**config.mk**
```make
export PLATFORM = sky130hd
export DESIGN_NAME = hazard_controller_flat
export DESIGN_NICKNAME = d
export VERILOG_FILES = /design/src/rtl/hazard_pkg.sv /design/src/rtl/hazard_controller_if.sv /design/src/rtl/hazard_controller_dep_match.sv /design/src/rtl/hazard_controller.sv /design/src/flat_wrapper.sv
export SDC_FILE = /design/constraint.sdc
export NUM_CORES = 1
export LEC_CHECK = 0
export ABC_CLOCK_PERIOD_IN_PS = 3500
export CORE_MARGIN = 2
export CORE_UTILIZATION = 47
export CTS_BUF_LIST = sky130_fd_sc_hd__clkbuf_4
export DETAILED_ROUTE_END_ITERATION = 10
export GPL_TIMING_DRIVEN = 0
export PLACE_DENSITY = 0.86
export SLEW_MARGIN = 20
export SYNTH_ARGS = -nofsm -noshare
export SYNTH_HDL_FRONTEND = slang
export SYNTH_SLANG_ARGS = --single-unit
```
**constraint.sdc**
```tcl
create_clock -name clk -period 3.5 [get_ports clk]
set_clock_uncertainty 0.1 [all_clocks]
set_input_delay 0.875 -clock clk [delete_from_list [all_inputs] [get_ports clk]]
set_output_delay 0.875 -clock clk [all_outputs]
set_load 0.1 [all_outputs]
```
**src/rtl/hazard_pkg.sv**
```systemverilog
// Shared types and constants for the LEGv8 hazard controller.
package hazard_pkg;

  localparam int HZ_REG_W    = 5;
  localparam int HZ_ZERO_REG = 31;

  typedef struct packed {
    logic                valid;
    logic                wr;
    logic                load;
    logic [HZ_REG_W-1:0] rd;
  } stage_info_t;

  typedef enum logic {
    RUN  = 1'b0,
    HOLD = 1'b1
  } hz_state_e;

endpackage

```
**src/rtl/hazard_controller_if.sv**
```systemverilog
// Decode-side request fields and hazard control/forwarding outputs.
interface hazard_controller_if #(
  parameter int REG_W = 5
);
  logic             id_valid;
  logic [REG_W-1:0] id_rn;
  logic [REG_W-1:0] id_rm;
  logic [REG_W-1:0] id_rd;
  logic             id_use_rn;
  logic             id_use_rm;
  logic             id_use_rd;
  logic             id_reg_write;
  logic             id_is_load;
  logic             ex_br_taken;
  logic             stall_pc;
  logic             bubble_ex;
  logic             flush_ifid;
  logic             fwd_alu;
  logic             fwd_mem;
  logic [REG_W-1:0] rd_alu;
  logic [REG_W-1:0] rd_mem;

  modport master (
    output id_valid, id_rn, id_rm, id_rd, id_use_rn, id_use_rm, id_use_rd,
           id_reg_write, id_is_load, ex_br_taken,
    input  stall_pc, bubble_ex, flush_ifid, fwd_alu, fwd_mem, rd_alu, rd_mem
  );

  modport slave (
    input  id_valid, id_rn, id_rm, id_rd, id_use_rn, id_use_rm, id_use_rd,
           id_reg_write, id_is_load, ex_br_taken,
    output stall_pc, bubble_ex, flush_ifid, fwd_alu, fwd_mem, rd_alu, rd_mem
  );
endinterface

```
**src/rtl/hazard_controller_dep_match.sv**
```systemverilog
// Combinational check of up to three used decode sources against one stage destination.
module dep_match
  import hazard_pkg::*;
#(
  parameter int REG_W    = HZ_REG_W,
  parameter int ZERO_REG = HZ_ZERO_REG
) (
  input  stage_info_t      stage,
  input  logic [REG_W-1:0] rn,
  input  logic [REG_W-1:0] rm,
  input  logic [REG_W-1:0] rd,
  input  logic             use_rn,
  input  logic             use_rm,
  input  logic             use_rd,
  output logic             hit
);
  localparam logic [REG_W-1:0] ZR = REG_W'(ZERO_REG);

  logic any_src;

  assign any_src = (use_rn & (rn == stage.rd)) |
                   (use_rm & (rm == stage.rd)) |
                   (use_rd & (rd == stage.rd));

  // XZR reads are constant zero, so a write to it never creates a dependency
  assign hit = stage.valid & (stage.rd != ZR) & any_src;
endmodule

```
**src/rtl/hazard_controller.sv**
```systemverilog
// Load-use stall, branch flush and forwarding-enable generation beside decode.
// Optional HAZARD_PERF_EN adds saturating stall/flush cycle counters.
//
// state | meaning
// RUN   | normal issue; a load-use hit stalls this cycle and enters HOLD
// HOLD  | extra stall cycles while cnt != 0; cnt == 0 is the release cycle
module hazard_controller
  import hazard_pkg::*;
#(
  parameter int REG_W       = HZ_REG_W,
  parameter int LOAD_STALLS = 1,
  parameter int ZERO_REG    = HZ_ZERO_REG
) (
  input  logic clk,
  input  logic reset,
`ifdef HAZARD_PERF_EN
  output logic [31:0] perf_stalls,
  output logic [31:0] perf_flushes,
`endif
  hazard_controller_if.slave hz
);
  localparam logic [REG_W-1:0] ZR       = REG_W'(ZERO_REG);
  localparam logic [2:0]       CNT_INIT = 3'(LOAD_STALLS - 1);

  stage_info_t ex_q, mem_q, id_info;
  hz_state_e   state, state_n;
  logic [2:0]  cnt, cnt_n;
  logic        src_hit, hit, stall, bubble, flush;

  assign id_info = '{valid: hz.id_valid, wr: hz.id_reg_write,
                     load: hz.id_is_load, rd: hz.id_rd};

  dep_match #(.REG_W(REG_W), .ZERO_REG(ZERO_REG)) u_dep (
    .stage  (ex_q),
    .rn     (hz.id_rn),
    .rm     (hz.id_rm),
    .rd     (hz.id_rd),
    .use_rn (hz.id_use_rn),
    .use_rm (hz.id_use_rm),
    .use_rd (hz.id_use_rd),
    .hit    (src_hit)
  );

  assign hit = hz.id_valid & ex_q.load & src_hit;

  always_ff @(posedge clk) begin
    if (reset) begin
      state <= RUN;
      cnt   <= '0;
      ex_q  <= '0;
      mem_q <= '0;
    end else begin
      state <= state_n;
      cnt   <= cnt_n;
      mem_q <= ex_q;
      ex_q  <= bubble ? '0 : id_info;
    end
  end

  always_comb begin
    state_n = state;
    cnt_n   = cnt;
    stall   = 1'b0;
    bubble  = 1'b0;
    flush   = 1'b0;
    if (reset) begin
      state_n = RUN;
      cnt_n   = '0;
    end else if (hz.ex_br_taken) begin
      // the dependent instruction is on the wrong path, so there is nothing to wait for
      flush   = 1'b1;
      bubble  = 1'b1;
      state_n = RUN;
      cnt_n   = '0;
    end else begin
      case (state)
        RUN: begin
          if (hit) begin
            stall   = 1'b1;
            bubble  = 1'b1;
            state_n = HOLD;
            cnt_n   = CNT_INIT;
          end
        end
        HOLD: begin
          if (cnt == '0) begin
            state_n = RUN;
          end else begin
            stall  = 1'b1;
            bubble = 1'b1;
            cnt_n  = cnt - 3'd1;
          end
        end
        default: state_n = RUN;
      endcase
    end
  end

  assign hz.stall_pc   = stall;
  assign hz.bubble_ex  = bubble;
  assign hz.flush_ifid = flush;
  assign hz.fwd_alu    = ~reset & ex_q.valid & ex_q.wr & ~ex_q.load & (ex_q.rd != ZR);
  assign hz.fwd_mem    = ~reset & mem_q.valid & mem_q.wr & (mem_q.rd != ZR);
  assign hz.rd_alu     = reset ? '0 : ex_q.rd;
  assign hz.rd_mem     = reset ? '0 : mem_q.rd;

`ifdef HAZARD_PERF_EN
  logic [31:0] stalls_q, flushes_q;

  always_ff @(posedge clk) begin
    if (reset) begin
      stalls_q  <= '0;
      flushes_q <= '0;
    end else begin
      if (stall && (stalls_q != '1)) stalls_q <= stalls_q + 32'd1;
      if (flush && (flushes_q != '1)) flushes_q <= flushes_q + 32'd1;
    end
  end

  assign perf_stalls  = reset ? '0 : stalls_q;
  assign perf_flushes = reset ? '0 : flushes_q;
`endif
endmodule

```
**src/flat_wrapper.sv**
```systemverilog
// flat-port wrapper written by rule: the top's interface ports become plain ports
module hazard_controller_flat import hazard_pkg::*;
#(
  parameter int REG_W       = HZ_REG_W,
  parameter int LOAD_STALLS = 1,
  parameter int ZERO_REG    = HZ_ZERO_REG
)
  (clk, reset, hz_id_valid, hz_id_rn, hz_id_rm, hz_id_rd, hz_id_use_rn, hz_id_use_rm, hz_id_use_rd, hz_id_reg_write, hz_id_is_load, hz_ex_br_taken, hz_stall_pc, hz_bubble_ex, hz_flush_ifid, hz_fwd_alu, hz_fwd_mem, hz_rd_alu, hz_rd_mem);
  hazard_controller_if #(.REG_W(REG_W)) hz_i ();
  input  logic clk;
  input  logic reset;
  input wire logic [$bits(hz_i.id_valid)-1:0] hz_id_valid;
  input wire logic [$bits(hz_i.id_rn)-1:0] hz_id_rn;
  input wire logic [$bits(hz_i.id_rm)-1:0] hz_id_rm;
  input wire logic [$bits(hz_i.id_rd)-1:0] hz_id_rd;
  input wire logic [$bits(hz_i.id_use_rn)-1:0] hz_id_use_rn;
  input wire logic [$bits(hz_i.id_use_rm)-1:0] hz_id_use_rm;
  input wire logic [$bits(hz_i.id_use_rd)-1:0] hz_id_use_rd;
  input wire logic [$bits(hz_i.id_reg_write)-1:0] hz_id_reg_write;
  input wire logic [$bits(hz_i.id_is_load)-1:0] hz_id_is_load;
  input wire logic [$bits(hz_i.ex_br_taken)-1:0] hz_ex_br_taken;
  output wire logic [$bits(hz_i.stall_pc)-1:0] hz_stall_pc;
  output wire logic [$bits(hz_i.bubble_ex)-1:0] hz_bubble_ex;
  output wire logic [$bits(hz_i.flush_ifid)-1:0] hz_flush_ifid;
  output wire logic [$bits(hz_i.fwd_alu)-1:0] hz_fwd_alu;
  output wire logic [$bits(hz_i.fwd_mem)-1:0] hz_fwd_mem;
  output wire logic [$bits(hz_i.rd_alu)-1:0] hz_rd_alu;
  output wire logic [$bits(hz_i.rd_mem)-1:0] hz_rd_mem;
  assign hz_i.id_valid = hz_id_valid;
  assign hz_i.id_rn = hz_id_rn;
  assign hz_i.id_rm = hz_id_rm;
  assign hz_i.id_rd = hz_id_rd;
  assign hz_i.id_use_rn = hz_id_use_rn;
  assign hz_i.id_use_rm = hz_id_use_rm;
  assign hz_i.id_use_rd = hz_id_use_rd;
  assign hz_i.id_reg_write = hz_id_reg_write;
  assign hz_i.id_is_load = hz_id_is_load;
  assign hz_i.ex_br_taken = hz_ex_br_taken;
  assign hz_stall_pc = hz_i.stall_pc;
  assign hz_bubble_ex = hz_i.bubble_ex;
  assign hz_flush_ifid = hz_i.flush_ifid;
  assign hz_fwd_alu = hz_i.fwd_alu;
  assign hz_fwd_mem = hz_i.fwd_mem;
  assign hz_rd_alu = hz_i.rd_alu;
  assign hz_rd_mem = hz_i.rd_mem;
  hazard_controller #(.REG_W(REG_W), .LOAD_STALLS(LOAD_STALLS), .ZERO_REG(ZERO_REG)) u_core (.clk(clk), .reset(reset), .hz(hz_i));
endmodule
```
==> results.txt <==
- DRC violation count after routing: 0
* Cells taking the most area after synthesis: sky130_fd_sc_hd__dfxtp_1, sky130_fd_sc_hd__nor2b_1, sky130_fd_sc_hd__xor2_1
* Standby leakage power: between 0.6 and 0.7 nW
* Yosys reg bits: 19
* Die ar.: 2430 um^2
- Measured along the y axis, the die boundary spans approximately 49 um.
- For this block, the routed nets add up to around 2.4 mm of wire.
- For the worst setup path, the data required time is approximately 2.5 ns.
- In this run the worst hold path is classified as register to register.
- Global-route wire length before repair: roughly 3.8 mm
- Achievable Freq: 290 MHz
- Filler cell count: 141
- Counting instances, the worst hold path has a depth of 1.
- Accumulated negative setup slack: 0 ns
* Cells after Synth: approximately 110
- Number of global-route vias before repair: ~910
* Most used standard cell by instance count after synthesis: sky130_fd_sc_hd__dfxtp_1
- Site row count: 16
- CTS built an H-tree with a depth of 1.
- CP startpoint kind: input pin
* Number of nets produced by synthesis: 133
* Post-synth EDFFs: 0
* Synthesized area divided by synthesized cell count: 8.99 um^2
- Total count of hold-check failures in the final report: 0
- The number of max-slew violations in the final report was 0.
- Synthesized area: 962 um^2
* Endpoint type of the worst setup path: output port
* Share of synthesized flip-flops with an asynchronous set or reset: 0%
- Largest net degree at the start of global routing: 11
- Worst Path Class, Setup: input pin to output port
- The worst-case IR drop observed on VDD is 0.248 mV.
- Floorplan Core Area: 1940 um^2
* Unrepaired setup endpoints after global routing: false
* Number of buffers created by CTS: 3
* Average detailed-routed wire length per instance: 13.3 um
* Top_reg_cell synth: sky130_fd_sc_hd__dfxtp_1
- Die extent in x: between 40 and 50 um
* Summed area of non-filler cells in the final layout: 1470 um^2
- First-pass DRT Iterations: 4
* Sequential element share of the synthesized area: 39.5%
* Remaining global-route overflow: 0
- The number of cells on the worst reg-to-reg path is 9.
- Routability-driven placement finished with a final weighted congestion of 0.732.
* Data arrival time at the worst-slack endpoint: about 2.5 ns
* Fraction of final layout cells sized beyond drive strength 1: 24.8%
- The number of hold buffers added after CTS was 0.
- Total half-perimeter wirelength after legalization and detailed placement: 1.83 mm
- In this run the deepest clock path goes through 2 buffers.
* Count of vias placed by the detailed router: 901
* Initial core utilization: 49.5%
* List of most frequent post-synthesis cells: sky130_fd_sc_hd__dfxtp_1, sky130_fd_sc_hd__nor2b_1, sky130_fd_sc_hd__xor2_1, sky130_fd_sc_hd__and3_1
* Antenna cell count: 0
* NumNets Final: 180
- Max-cap violations: 0
- The root buffer cell chosen for the clock tree is sky130_fd_sc_hd__clkbuf_4.
* Highest fanout seen on the critical path: 4
- Post-layout min period: 3.45 ns
- In this run the biggest area consumer among cell types represents 39.5% of the synthesized area.
* Max-Slew Margin vs Limit: 63.6%
- Distinct cell type count of the synthesized netlist: 29
- For the pin with the worst max-slew slack, the measured transition is 0.548 ns.
- DR vias/cell: 5.01
* Growth of design area from synthesis to finish: 52.9%
* Boundary Pins: 39
- Global routing used 20.3% of the available tracks across all layers.
- Final critical-path share of the clock period: 98.7%
- Clock tree from TritonCTS: built
- The clock reaches the later pin of the worst-skew pair after 0.29 ns.
- Cell type with the largest total area after synthesis: sky130_fd_sc_hd__dfxtp_1
* Final setup vio count: 0
- Post-CTS clock slew at the launch and capture registers of the worst setup and hold paths: 0.11 ns
* Clock sinks: 19
* Power per standard cell area: 303 nW/um^2
- Initial antenna violation count: 0
* Drt initial violations: 20
* I/O Buffers: 38
* YS warnings: 0
- After detailed placement, the total cell area comes to 1410 um^2.
* Detail Route Antenna Nets: 0
- Status: finished, final reports clean
==> registers in the layout, summed over array words and instances, names as in the netlist <==
signal,cells
u_core.ex_q,8
u_core.cnt,3
u_core.state,1
u_core.mem_q,7
==> worst max-delay path, stage by stage <==
cell                              delay, ns
sky130_fd_sc_hd__clkdlybuf4s50_1       0.41
sky130_fd_sc_hd__xor2_1                0.14
sky130_fd_sc_hd__nor4_1                0.22
sky130_fd_sc_hd__nand3_1               0.18
sky130_fd_sc_hd__a21o_4                0.28
sky130_fd_sc_hd__a21oi_4               0.18
sky130_fd_sc_hd__buf_12                0.19
==> layout make-up <==
cell class	instances	area (um^2)	share of cell area [%]
tap	27	33.8	2.30
multi-input combinational	75	571	38.8
inverter	4	15.0	1.02
buffer	9	53.8	3.66
sequential	19	380	25.9
clock buffer	4	30.0	2.04
timing repair buffer	42	388	26.4
==> routing by layer <==
layer	track usage, %	vias up	share of wire (%)
met5	0	-	0
li1	-	451	-
met3	3.68	5	5.4
met2	37.8	32	52
met4	8.57	0	1.3
met1	22.1	413	41
==> logic make-up (layout without fill, tap and decap cells) <==
group | Yosys count | after routing | synth area share, %
compound gates | 11 | 11 | 7.54
buf+inv | 13 | 59 | 7.02
flops | 19 | 19 | 39.5
fa+ha+maj | 2 | 2 | 2.60
simple gates | 47 | 47 | 29.7
xor+xnor | 15 | 15 | 13.7
==> timing repair <==
action,in CTS,in global routing
resized for setup,81,7
hold endpoints to repair,0,0
setup buffers,4,0
pin swaps,7,7
setup endpoints to repair,15,3
==> through the flow <==
stage	hold slack [ns]	power [W]	util [%]	cells	worst slack (ns)
4_1_cts	0.372	0.000444	75.1	180	0.00204
5_1_grt	0.402	0.000463	75.8	180	0.00855
2_1_floorplan	0.331	0.000289	-	107	-0.139
3_5_place_dp	0.354	0.000332	72.7	172	-1.14
3_3_place_gp	0.350	0.000329	72.7	172	-1.10
6_report	0.370	0.000446	75.8	180	0.0462
==> cell usage in the layout (no fill, tap or decap), drive strengths merged <==
master,n
buf,20
dfxtp,19
nor2b,18
clkdlybuf4s50,14
xor2,12
clkbuf,9
and3,8
dlygate4sd2,5
inv,4
dlymetal6s2s,4
xnor2,3
nand3,3
nand2,3
nor2,3
nand4,3
clkdlybuf4s15,3
nor4,3
a31oi,3
a21oi,3
ha,2
nand2b,1
and2,1
a32oi,1
o21ai,1
or3,1
a21o,1
nor3b,1
and4,1
a211oi,1
or2,1
o311ai,1
==> worst paths after layout <==
path | from | to | slack [ns]
min | u_core.ex_q[7] | u_core.mem_q[7] | 0.37
max | hz_id_rm[4] | hz_stall_pc | 0.05
min reg2reg | u_core.ex_q[7] | u_core.mem_q[7] | 0.37
max reg2reg | u_core.cnt[0] | u_core.cnt[0] | 1.32
==> power breakdown <==
part	switching, W	internal (W)	total (W)	leakage, nW
Sequential	0.00000206	0.000222	0.000224	0.155
Combinational	0.0000594	0.0000437	0.000103	0.491
Clock	0.0000666	0.0000520	0.000119	0.0184
Note: power is estimated with default switching activity, not from simulation.
